--- src/rtl/ibex_mem_arbiter.sv ---
// ibex_mem_arbiter: shares one req/gnt/rvalid memory port between the
// instruction-fetch and load/store requesters. Grant order is recorded in a
// small FIFO of source ids so that in-order responses can be steered back.
// Optional build macro: IBEX_MEM_ARB_RR_EN selects two-way round-robin
// arbitration; when undefined, data has fixed priority over instr.
module ibex_mem_arbiter #(
    parameter int unsigned MaxOutstanding = 2,
    parameter int unsigned AddrWidth      = 32
) (
    input  logic                 clk_i,
    input  logic                 rst_ni,
    input  logic                 instr_req_i,
    input  logic [AddrWidth-1:0] instr_addr_i,
    output logic                 instr_gnt_o,
    output logic                 instr_rvalid_o,
    output logic [31:0]          instr_rdata_o,
    output logic                 instr_err_o,
    input  logic                 data_req_i,
    input  logic                 data_we_i,
    input  logic [3:0]           data_be_i,
    input  logic [AddrWidth-1:0] data_addr_i,
    input  logic [31:0]          data_wdata_i,
    output logic                 data_gnt_o,
    output logic                 data_rvalid_o,
    output logic [31:0]          data_rdata_o,
    output logic                 data_err_o,
    output logic                 mem_req_o,
    output logic                 mem_we_o,
    output logic [3:0]           mem_be_o,
    output logic [AddrWidth-1:0] mem_addr_o,
    output logic [31:0]          mem_wdata_o,
    input  logic                 mem_gnt_i,
    input  logic                 mem_rvalid_i,
    input  logic [31:0]          mem_rdata_i,
    input  logic                 mem_err_i,
    output logic                 busy_o,
    output logic                 proto_err_o
);

    localparam int unsigned CntW = $clog2(MaxOutstanding + 1);
    localparam int unsigned PtrW = (MaxOutstanding > 1) ? $clog2(MaxOutstanding) : 1;

    // Source ids stored in the FIFO and used as the select value
    localparam logic SRC_INSTR = 1'b0;
    localparam logic SRC_DATA  = 1'b1;

    typedef enum logic [0:0] {
        ST_IDLE   = 1'b0,
        ST_LOCKED = 1'b1
    } state_e;

    state_e                  state_r;
    state_e                  state_next_s;
    logic                    sel_r;
    logic                    sel_s;
    logic                    sel_req_s;
    logic                    mem_req_s;
    logic                    rdy_r;
    logic                    full_s;
    logic                    push_s;
    logic                    pop_s;
    logic                    head_id_s;
    logic                    proto_err_r;
    logic [MaxOutstanding-1:0] fifo_r;
    logic [PtrW-1:0]         wr_ptr_r;
    logic [PtrW-1:0]         rd_ptr_r;
    logic [CntW-1:0]         count_r;
`ifdef IBEX_MEM_ARB_RR_EN
    logic                    rr_r;      // 1: data is favoured on the next contended cycle
`endif

    // Pointer increment wrapping modulo MaxOutstanding
    function automatic logic [PtrW-1:0] ptr_next(input logic [PtrW-1:0] p);
        logic [PtrW-1:0] n;
        if (p == PtrW'(MaxOutstanding - 1)) begin
            n = {PtrW{1'b0}};
        end else begin
            n = p + PtrW'(1);
        end
        return n;
    endfunction

    // A full FIFO is judged on the registered count, so a same-cycle pop does not free a slot
    assign full_s    = (count_r >= CntW'(MaxOutstanding));
    assign push_s    = mem_req_s & mem_gnt_i;
    assign pop_s     = mem_rvalid_i & (count_r != {CntW{1'b0}});
    assign head_id_s = fifo_r[rd_ptr_r];

    // Source selection, request gating and lock FSM next state
    always_comb begin
        state_next_s = state_r;
        sel_s        = sel_r;
        sel_req_s    = 1'b0;
        mem_req_s    = 1'b0;
        case (state_r)
            ST_IDLE: begin
`ifdef IBEX_MEM_ARB_RR_EN
                if (data_req_i && instr_req_i) begin
                    sel_s = rr_r;
                end else if (data_req_i) begin
                    sel_s = SRC_DATA;
                end else begin
                    sel_s = SRC_INSTR;
                end
`else
                if (data_req_i) begin
                    sel_s = SRC_DATA;
                end else begin
                    sel_s = SRC_INSTR;
                end
`endif
                sel_req_s = (sel_s == SRC_DATA) ? data_req_i : instr_req_i;
                mem_req_s = rdy_r & ~full_s & sel_req_s;
                if (mem_req_s && !mem_gnt_i) begin
                    state_next_s = ST_LOCKED;
                end else begin
                    state_next_s = ST_IDLE;
                end
            end
            ST_LOCKED: begin
                // The offered request must stay put until it is granted
                sel_s     = sel_r;
                sel_req_s = 1'b1;
                mem_req_s = rdy_r & ~full_s & sel_req_s;
                if (mem_gnt_i) begin
                    state_next_s = ST_IDLE;
                end else begin
                    state_next_s = ST_LOCKED;
                end
            end
            default: begin
                state_next_s = ST_IDLE;
                sel_s        = sel_r;
                sel_req_s    = 1'b0;
                mem_req_s    = 1'b0;
            end
        endcase
    end

    // Lock state, held selection, ready flag and sticky protocol error
    always_ff @(posedge clk_i or negedge rst_ni) begin
        if (!rst_ni) begin
            state_r     <= ST_IDLE;
            sel_r       <= SRC_INSTR;
            rdy_r       <= 1'b0;
            proto_err_r <= 1'b0;
        end else begin
            state_r <= state_next_s;
            sel_r   <= sel_s;
            rdy_r   <= 1'b1;
            if (mem_rvalid_i && (count_r == {CntW{1'b0}})) begin
                proto_err_r <= 1'b1;
            end else begin
                proto_err_r <= proto_err_r;
            end
        end
    end

`ifdef IBEX_MEM_ARB_RR_EN
    // Round-robin pointer: after every grant favour the source that was not granted
    always_ff @(posedge clk_i or negedge rst_ni) begin
        if (!rst_ni) begin
            rr_r <= SRC_DATA;
        end else if (push_s) begin
            rr_r <= ~sel_s;
        end else begin
            rr_r <= rr_r;
        end
    end
`endif

    // Outstanding-transaction FIFO of source ids and its occupancy count
    always_ff @(posedge clk_i or negedge rst_ni) begin
        if (!rst_ni) begin
            fifo_r   <= {MaxOutstanding{1'b0}};
            wr_ptr_r <= {PtrW{1'b0}};
            rd_ptr_r <= {PtrW{1'b0}};
            count_r  <= {CntW{1'b0}};
        end else begin
            if (push_s) begin
                fifo_r[wr_ptr_r] <= sel_s;
                wr_ptr_r         <= ptr_next(wr_ptr_r);
            end
            if (pop_s) begin
                rd_ptr_r <= ptr_next(rd_ptr_r);
            end
            case ({push_s, pop_s})
                2'b10:   count_r <= count_r + CntW'(1);
                2'b01:   count_r <= count_r - CntW'(1);
                default: count_r <= count_r;
            endcase
        end
    end

    // Downstream payload follows the selected source; fetches are always full-word reads
    assign mem_req_o   = mem_req_s;
    assign mem_we_o    = (sel_s == SRC_DATA) ? data_we_i    : 1'b0;
    assign mem_be_o    = (sel_s == SRC_DATA) ? data_be_i    : 4'hF;
    assign mem_addr_o  = (sel_s == SRC_DATA) ? data_addr_i  : instr_addr_i;
    assign mem_wdata_o = (sel_s == SRC_DATA) ? data_wdata_i : 32'h0000_0000;

    assign instr_gnt_o = mem_gnt_i & mem_req_s & (sel_s == SRC_INSTR);
    assign data_gnt_o  = mem_gnt_i & mem_req_s & (sel_s == SRC_DATA);

    // Responses are steered by the id at the FIFO head; data/err are unqualified
    assign instr_rvalid_o = rdy_r & pop_s & (head_id_s == SRC_INSTR);
    assign data_rvalid_o  = rdy_r & pop_s & (head_id_s == SRC_DATA);
    assign instr_rdata_o  = mem_rdata_i;
    assign data_rdata_o   = mem_rdata_i;
    assign instr_err_o    = mem_err_i;
    assign data_err_o     = mem_err_i;

    assign busy_o      = rdy_r & (count_r != {CntW{1'b0}});
    assign proto_err_o = proto_err_r;

endmodule

--- config.mk ---
export PLATFORM = sky130hd
export DESIGN_NAME = ibex_mem_arbiter
export DESIGN_NICKNAME = d
export VERILOG_FILES = /design/src/rtl/ibex_mem_arbiter.sv
export SDC_FILE = /design/constraint.sdc
export NUM_CORES = 1
export LEC_CHECK = 0
export ABC_AREA = 0
export BUFFER_PORTS_ARGS = -buffer_cell sky130_fd_sc_hd__buf_2
export CORE_AREA = 2 2 108 110
export DETAILED_ROUTE_END_ITERATION = 10
export DIE_AREA = 0 0 110 112
export PLACE_DENSITY = 0.49
export RECOVER_POWER = 25
export SYNTH_ARGS = -nofsm -noshare
export SYNTH_HDL_FRONTEND = slang
export SYNTH_SLANG_ARGS = --single-unit
--- constraint.sdc ---
create_clock -name clk_i -period 4.5 [get_ports clk_i]
set_clock_uncertainty 0.2 [all_clocks]
set_input_delay 0.45 -clock clk_i [delete_from_list [all_inputs] [get_ports clk_i]]
set_output_delay 0.45 -clock clk_i [all_outputs]
set_load 0.01 [all_outputs]
* After elaboration in Yosys (flattened, before gate mapping)
Cells that the tools add are included.
** Word-level totals
- Output and inout port bits :: 142
- Logic and storage cells :: 59
- Flip-flop bits (word level) :: 10
** Cells by class
- Mux-type cells :: 20
- Equal/unequal tests :: 2
- Bitwise gates (word level) :: 14
- Magnitude comparators :: 4
- $add $sub $neg :: 4
- Reduce and logical (&&, ||, !) cells :: 7
** Operators by type and width (count)
- $mux 32 :: 2
- $mux 1 :: 11
- $and 1x1->1 :: 10
- $pmux 1 s2 :: 3
- $lt 1x2->1 const B :: 2
- $mux 4 :: 1
- $not 1->1 :: 4
- $pmux 2 s2 :: 1
- $reduce_bool 2->1 :: 2
- $logic_and 1x1->1 :: 3
- $add 1x1->1 const B :: 2
- $add 2x1->2 const B :: 1
- $bwmux 2 :: 1
- $eq 2x1->1 const B :: 1
- $eq 2x2->1 const B :: 1
- $ge 2x2->1 const B :: 1
- $logic_not 2->1 :: 1
- $sub 2x1->2 const B :: 1
- $demux 1 s1 :: 1
- $ge 1x1->1 const B :: 1
- $logic_not 1->1 :: 1

* Logic depth before layout (Yosys ltp)
Gate-level depths: netlist of the first run.
- Depth in word-level cells :: 8
- Gate-level depth with buffers :: 6
- Gate-level depth less buffers :: 6

* Worst setup path before layout of the first run
OpenSTA, ideal clock, no wires.
- Kind :: input -> register
- From :: in instr_req_i
- To :: reg count_r[1]
- Stages on the path :: 5
- Required time :: 4.221 ns
- Arrival time :: 1.552 ns
- Buffers on the path :: 0
- Path slack :: 2.669 ns
- Cells stage by stage :: or3_1 nand3_1 ha_1 nor2_1 xor2_1
** On the way
- Word-level cells in the longest chain between the ends :: 6
- Elaborated cells between the ends (all ways) :: 8
- Those cells by class :: 2 x eq/ne; 3 x mux; 2 x bitwise; 1 x reduce/logical
** Ends and longest elaborated chain
- from (decl) :: line 12 : input logic instr_req_i,
- $mux 1 (*) :: line 112 : sel_req_s = (sel_s == SRC_DATA) ? data_req_i : instr_req_i;
- $and 1x1->1 (*) :: line 113 : mem_req_s = rdy_r & ~full_s & sel_req_s;
- $pmux 1 s2 (*) :: line 95 : case (state_r)
- $and 1x1->1 (*) :: line 85 : assign push_s = mem_req_s & mem_gnt_i;
- $eq 2x1->1 / $eq 2x2->1 (equally long branches) :: line 187 : case ({push_s, pop_s})
- $pmux 2 s2 / $reduce_bool 2->1 (equally long branches)
- to (signal assigned) :: line 188 : 2'b10: count_r <= count_r + CntW'(1);
- to (signal assigned) :: line 189 : 2'b01: count_r <= count_r - CntW'(1);
- to (signal assigned) :: line 190 : default: count_r <= count_r;
- to (decl) :: line 67 : logic [CntW-1:0] count_r;
Mark *: on every way between the ends. The rest lies on a longest branch, timed or not.
A chain may end at the register's enable or synchronous reset.

* Final worst setup path of the first run
- From :: reg state_r
- To :: out mem_addr_o[30]
** On the way
- Word-level cells in the longest chain between the ends :: 3
** Ends and longest elaborated chain
- from (decl) :: line 52 : state_e state_r;
- from (signal assigned) :: line 148 : state_r <= state_next_s;
- $not 1->1 :: line 95
- $pmux 1 s2 (*) :: line 95
- $mux 32 (*) :: line 199 : assign mem_addr_o = (sel_s == SRC_DATA) ? data_addr_i : instr_addr_i;
- to (decl) :: line 30 : output logic [AddrWidth-1:0] mem_addr_o,
Marks and branches as above.

==> flow_metrics.env, run 1 <==
export IMPL_outcome="completed"
export IMPL_dp_hpwl_mm=4.926
export IMPL_rows=39
export IMPL_fp_dieArea_sq_mm=0.01232
export IMPL_core_sq_mm=0.01117
export IMPL_gp_congestion=0.6758
export IMPL_cts_resized=0
export IMPL_relSlewSlack=0.3387
export IMPL_clk_pin_slew_worst_paths_ns=0.04
export IMPL_clk_latency_ns=0.23
export IMPL_syn_avg_cell_area_sq_um=6.456
export IMPL_ys_ff_latch=10
export IMPL_grt_pass1_wl_mm=7.879
export IMPL_hold_viol=0
export IMPL_postCtsSetupBuffers=0
export IMPL_p_leak_nw=1.379
export IMPL_postPlaceCellArea_sq_mm=0.002161
export IMPL_grt_pass1_vias=1708
export IMPL_ctsHoldBuffers=1
export IMPL_drv_slew=0
export IMPL_vias=1836
export IMPL_seq_area_frac_synth=0.1550
export IMPL_portBuffers=182
export IMPL_cts_sink_count=10
export IMPL_worstHoldPathType="input port to flop"
export IMPL_rsz0062_at_grt="false"
export IMPL_drc=0
export IMPL_worstPathRequired_ns=3.85
export IMPL_period_share=0.6534
export IMPL_antenna_found_initial=0
export IMPL_drv_cap=0
export IMPL_end_kind="output port"
export IMPL_synthCells=250
export IMPL_vias_per_cell=3.643
export IMPL_ys_warnings_count=0
export IMPL_cts_tree="yes"
export IMPL_finalNetCount=504
export IMPL_power_per_cell_area_mw_per_mm2=308.7
export IMPL_layout_area_overhead_vs_synth_pct=39.07
export IMPL_hold_depth=2
export IMPL_fmax_mhz=340.1
export IMPL_max_slew_worst_pin_slew_ns=0.9919
export IMPL_syn_nets=391
export IMPL_grt_use_total=0.08158
export IMPL_criticalPathCategory="flop to output port"
export IMPL_io_pins=282
export IMPL_postRouteAntennaNets=0
export IMPL_ctsRootBufferMaster="clkbuf_16"
export IMPL_ys_types=29
export IMPL_die_w_um=110
export IMPL_cp_arrival_ns=2.29
export IMPL_grt_max_degree=74
export IMPL_setup_violations_final=0
export IMPL_die_y_um=112
export IMPL_finalWirelength_mm=5.675
export IMPL_crit_path_start_kind="flop"
export IMPL_drtIter0Drc=44
export IMPL_antenna_cells=0
export IMPL_layout_drive_gt1_share=0.5235
export IMPL_initial_core_util=0.1444
export IMPL_post_route_min_period_ns=2.940
export IMPL_routedWlPerCell_um=11.26
export IMPL_cts_htree_levels=1
export IMPL_rr_worst_depth=4
export IMPL_finalInstanceArea_sq_mm=0.002245
export IMPL_numCtsBuffers=3
export IMPL_finalSetupTns_ns=0
export IMPL_crit_fanout=73
export IMPL_synth_area_sq_mm=0.001614
export IMPL_cts_path_max_buffers=2
export IMPL_grt_ovfl_total=0
export IMPL_irDropWorstVdd_v=0.0001017
export IMPL_drtPass1Iterations=4
export IMPL_fin_total_pwr_w=0.0006929
per-stage QoR:
| step | utilization | setup WS [ns] | cells | hold slack, ns |
|---|---|---|---|---|
| final | 0.2009 | 1.560 | 504 | 0.2254 |
| after floorplan | - | 2.669 | 250 | -0.04559 |
| after global routing | 0.2009 | 1.334 | 504 | 0.2387 |
| after CTS | 0.2010 | 1.472 | 504 | 0.2228 |
| after global placement | 0.1934 | 1.774 | 500 | 0.1217 |
| after detailed placement | 0.1934 | 1.701 | 500 | 0.1292 |
worst paths after layout:
path	start	to	slack [ns]
worst max-delay path	state_r	mem_addr_o[30]	1.56
worst min-delay path	mem_gnt_i	state_r	0.23
worst max register to register	state_r	fifo_r[1]	2.27
worst min register to register	proto_err_o	proto_err_o	0.26
max in group asynchronous	rst_ni	wr_ptr_r	3.17
min in group asynchronous	rst_ni	proto_err_o	0.55
report_power, final:
part / switching, W / leakage, nW / internal (W)
Clock: 0.0000377 / 0.0370 / 0.000115
Combinational: 0.000207 / 1.23 / 0.000182
Sequential: 0.0000283 / 0.116 / 0.000123
per-layer routing:
metal	track usage	routed length, um
met1	0.08437	2074
met2	0.1485	2767
met3	0.02225	651
met4	0.03882	181
met5	0	0
placed cells by master (no fill, tap or decap):
cell type	Yosys	routed
inv_2	1	1
o21a_1	1	1
xor2_1	2	2
nor2b_1	2	2
nand4_1	1	1
mux2_2	2	2
and2_1	34	34
o21ai_0	1	1
ha_1	1	1
a21oi_1	1	1
dlygate4sd3_1	0	1
mux2i_1	1	1
buf_2	3	181
nand2b_1	4	4
xnor2_1	3	3
nand2_1	97	97
clkbuf_1	3	1
nand3_1	1	1
dfrtp_1	10	10
conb_1	1	1
a21o_1	1	1
buf_4	67	1
mux2i_4	1	1
or3_1	1	1
and3_1	1	1
nand4b_1	1	1
nor2_1	5	5
clkbuf_16	0	3
inv_1	1	1
cells in the mapped netlist, drive strengths merged:
| cell type | n | area (sq um) |
|---|---|---|
| nand2 | 97 | 364.1 |
| buf | 71 | 529.3 |
| and2 | 34 | 212.7 |
| dfrtp | 10 | 250.2 |
| clkbuf | 5 | 21.27 |
| nor2 | 5 | 18.77 |
| nand2b | 4 | 25.02 |
| xnor2 | 3 | 26.28 |
| inv | 2 | 7.500 |
| mux2 | 2 | 22.52 |
| mux2i | 2 | 32.53 |
| nor2b | 2 | 12.51 |
| xor2 | 2 | 17.52 |
| a21o | 1 | 7.510 |
| a21oi | 1 | 5.000 |
| and3 | 1 | 6.260 |
| conb | 1 | 3.750 |
| ha | 1 | 12.51 |
| nand3 | 1 | 5.000 |
| nand4 | 1 | 6.260 |
| nand4b | 1 | 8.760 |
| o21a | 1 | 7.510 |
| o21ai | 1 | 5.000 |
| or3 | 1 | 6.260 |
area by class of cell:
class,count,area (sq um)
clock buffer,3,75.07
fill,1269,8930
inverter,2,7.507
multi-input combinational,162,805.8
sequential,10,250.2
tap,143,178.9
timing repair buffer,184,927.1
flip-flops by register name, summed over array words and instances (netlist names):
| name | cells |
|---|---|
| fifo_r | 2 |
| rd_ptr_r | 1 |
| state_r | 1 |
| count_r | 2 |
| wr_ptr_r | 1 |
| sel_r | 1 |
| rdy_r | 1 |
| proto_err_o | 1 |
worst max-delay path, cell delays in order, from the launching register on:
cell and delay [ns]:
dfrtp_1 0.41, mux2i_4 0.20, buf_4 0.23, inv_2 0.72, nand2_1 0.17, nand2_1 0.11, buf_2 0.13
kinds of logic after synthesis:
group,share of synthesized area
AND/OR/NAND/NOR,0.4124
buffers and inverters,0.3457
flip-flops,0.1550
XOR/XNOR,0.02714
AO/OA/AOI/OAI,0.01550
multiplexers,0.03411
adder cells (fa/ha/maj),0.007751
other,0.002323
No activity file was read; power rests on OpenSTA's default activity.
==> inputs of run 2 (changes only) <==
--- a/config.mk
+++ b/config.mk
@@ -5,12 +5,12 @@
 export SDC_FILE = /design/constraint.sdc
 export NUM_CORES = 1
 export LEC_CHECK = 0
-export ABC_AREA = 0
+export ABC_AREA = 1
 export BUFFER_PORTS_ARGS = -buffer_cell sky130_fd_sc_hd__buf_2
-export CORE_AREA = 2 2 108 110
+export CORE_AREA = 2 2 109 111
 export DETAILED_ROUTE_END_ITERATION = 10
-export DIE_AREA = 0 0 110 112
-export PLACE_DENSITY = 0.49
+export DIE_AREA = 0 0 111 113
+export PLACE_DENSITY = 0.51
 export RECOVER_POWER = 25
 export SYNTH_ARGS = -nofsm -noshare
 export SYNTH_HDL_FRONTEND = slang
==> constraint.sdc (replaced) <==
create_clock -name clk_i -period 2.45 [get_ports clk_i]
set_clock_uncertainty 0.2 [all_clocks]
set_input_delay 0.245 -clock clk_i [delete_from_list [all_inputs] [get_ports clk_i]]
set_output_delay 0.245 -clock clk_i [all_outputs]
set_load 0.01 [all_outputs]
==> run 2 against run 1 <==
Worst hold slack got worse by 0.19 ns. Combinational power increased by 100%. Sequential share of layout area decreased by 0.44 points. Global-route usage increased by 0.28 points. Wire length increased by 1.3%. Area after synthesis increased by 5.1%. Sequential power increased by 75%. Final area increased by 4.1%. Total power increased by 99%. Via count increased by 8.8%. Flip-flop and latch count unchanged. Critical endpoint is now mem_addr_o[17].
==> flow_metrics.env, run 2 <==
export IMPL_syn_avg_cell_area_sq_um=5.713
export IMPL_hold_path_endpoint="proto_err_o"
export IMPL_final_common_cell="buf_2"
export IMPL_synth_top_cells_by_area="buf_4 31%, nand2_1 23%, dfrtp_1 15%, inv_1 8.6%, nor2_1 8.4%"
export IMPL_synth_edff_count=0
export IMPL_postRouteAntennaNets=0
export IMPL_layout_drive_gt1_share=0.4743
export IMPL_end_kind="output port"
export IMPL_reg_top3="count_r (2), fifo_r (2)"
export IMPL_max_slew_worst_pin_slew_ns=0.6063
export IMPL_postPlaceCellArea_sq_mm=0.002235
export IMPL_drv_cap=0
export IMPL_fin_total_pwr_w=0.001382
export IMPL_vias_per_cell=3.613
export IMPL_numCtsBuffers=3
export IMPL_r2r_end="count_r[1]"
export IMPL_cp_arrival_ns=1.65
export IMPL_rsz0062_at_grt="false"
export IMPL_ys_types=26
export IMPL_cts_path_max_buffers=2
export IMPL_finalWirelength_mm=5.749
export IMPL_period_share=0.8561
export IMPL_synth_most_common_cell="nand2_1"
export IMPL_criticalPathCategory="flop to output port"
export IMPL_relSlewSlack=0.5958
export IMPL_cts_tree="yes"
export IMPL_synth_common_cells="105 x nand2_1, 69 x buf_4, 39 x inv_1"
export IMPL_irDropWorstVdd_v=0.0001992
export IMPL_gp_congestion=0.7682
export IMPL_portBuffers=182
export IMPL_min_delay_start="mem_rvalid_i"
export IMPL_vias=1998
export IMPL_die_w_um=111
export IMPL_ys_flop_type="dfrtp_1"
export IMPL_outcome="completed"
export IMPL_hold_viol=0
export IMPL_crit_fanout=70
export IMPL_synthCells=297
export IMPL_io_pins=282
export IMPL_drv_slew=0
export IMPL_core_sq_mm=0.01127
export IMPL_crit_path_start_kind="flop"
export IMPL_initial_core_util=0.1505
export IMPL_clk_pin_slew_worst_paths_ns=0.04
export IMPL_antenna_found_initial=1
export IMPL_rows=39
export IMPL_grt_use_total=0.08439
export IMPL_worstPathRequired_ns=2.01
export IMPL_n_fill_cell=1275
export IMPL_p_leak_nw=1.592
export IMPL_grt_ovfl_total=0
export IMPL_setup_violations_final=0
export IMPL_ys_async_sr_fraction=1.000
export IMPL_rr_worst_depth=8
export IMPL_syn_nets=438
export IMPL_cts_htree_levels=1
export IMPL_drc=0
export IMPL_yosysTopAreaCell="buf_4"
export IMPL_synth_top_area_share=0.3053
export IMPL_worstHoldPathType="input port to flop"
export IMPL_ys_ff_latch=10
export IMPL_grt_pass1_wl_mm=8.562
export IMPL_r2r_slack_ns=0.49
export IMPL_finalNetCount=551
export IMPL_clk_latency_ns=0.24
export IMPL_drtIter0Drc=78
export IMPL_cts_resized=0
export IMPL_regToRegStartpoint="count_r[1]"
export IMPL_synth_area_sq_mm=0.001697
export IMPL_fmax_mhz=476.8
export IMPL_die_y_um=113
export IMPL_grt_pass1_vias=1854
export IMPL_fp_dieArea_sq_mm=0.01254
export IMPL_cts_sink_count=10
export IMPL_power_per_cell_area_mw_per_mm2=591.5
export IMPL_utilization=0.2072
export IMPL_post_route_min_period_ns=2.097
export IMPL_final_cell_mix="182 x buf_2, 105 x nand2_1, 39 x inv_1, 38 x nor2_1, 10 x dfrtp_1"
export IMPL_dp_hpwl_mm=5.027
export IMPL_routedWlPerCell_um=10.40
export IMPL_finalSetupTns_ns=0
export IMPL_grt_max_degree=71
export IMPL_seq_area_frac_synth=0.1475
export IMPL_hold_depth=2
export IMPL_ctsRootBufferMaster="clkbuf_16"
export IMPL_ys_warnings_count=0
export IMPL_drtPass1Iterations=4
export IMPL_layout_area_overhead_vs_synth_pct=37.68
export IMPL_finalInstanceArea_sq_mm=0.002336
run 2: worst max-delay path by stage:
stage               slack [ns]        endpoint  depth (start not counted)  startpoint
detailed placement        0.48      count_r[1]                          8  count_r[1]
finish                    0.35  mem_addr_o[17]                          7     state_r
floorplan                 0.59      count_r[1]                          8  count_r[1]
global placement          0.54      count_r[1]                          8  count_r[1]
global route              0.13  mem_addr_o[30]                          7     state_r
CTS                       0.34  mem_addr_o[17]                          7     state_r
run 2: layout make-up:
cell class	instances	area, sq um	share of cell area
repair buffers	184	928.4	0.3974
diodes	1	2.502	0.001071
well taps	143	178.9	0.07659
flip-flops and latches	10	250.2	0.1071
clock buffers	4	88.84	0.03803
inverters	41	156.4	0.06695
multi-input cells	170	730.7	0.3128
run 2: what timing repair did:
action | in CTS | in global routing
hold endpoints to repair | 10 | 0
hold buffers | 1 | 0
setup buffers | 0 | 0
run 2: cells by family after synthesis:
family                   share of synthesized area
AND/OR/NAND/NOR                             0.3783
buffers and inverters                       0.4218
flip-flops                                  0.1475
AO/OA/AOI/OAI                              0.02728
XOR/XNOR                                   0.01549
adder cells (fa/ha/maj)                   0.007373
other                                     0.002210
run 2: power by group:
group / total [W] / internal (W) / leakage (nW) / switching, W
clock: 0.000325 / 0.000246 / 0.0442 / 0.0000791
sequential: 0.000265 / 0.000224 / 0.118 / 0.0000409
combinational: 0.000792 / 0.000326 / 1.43 / 0.000465
run 2: worst max-delay path, cell delays in order, from the launching register on:
cell and delay, ns:
dfrtp_1 0.36, inv_2 0.07, nand2_4 0.08, nand2_8 0.09, inv_4 0.46, nand2_1 0.11
nand2_1 0.09, buf_2 0.13
run 2: layer usage:
layer | global-route usage | routed length, um
met2 | 0.1571 | 2888
met1 | 0.08428 | 1978
met5 | 0 | 0
met4 | 0.05167 | 266
met3 | 0.02196 | 617
run 2: stage by stage:
stage | setup slack (ns) | std cells | hold WS [ns]
floorplan | 0.5900 | 297 | -0.2506
global placement | 0.5380 | 547 | -0.08160
detailed placement | 0.4793 | 547 | -0.08228
CTS | 0.3351 | 552 | 0.03259
global route | 0.1273 | 553 | 0.04350
finish | 0.3526 | 553 | 0.03215
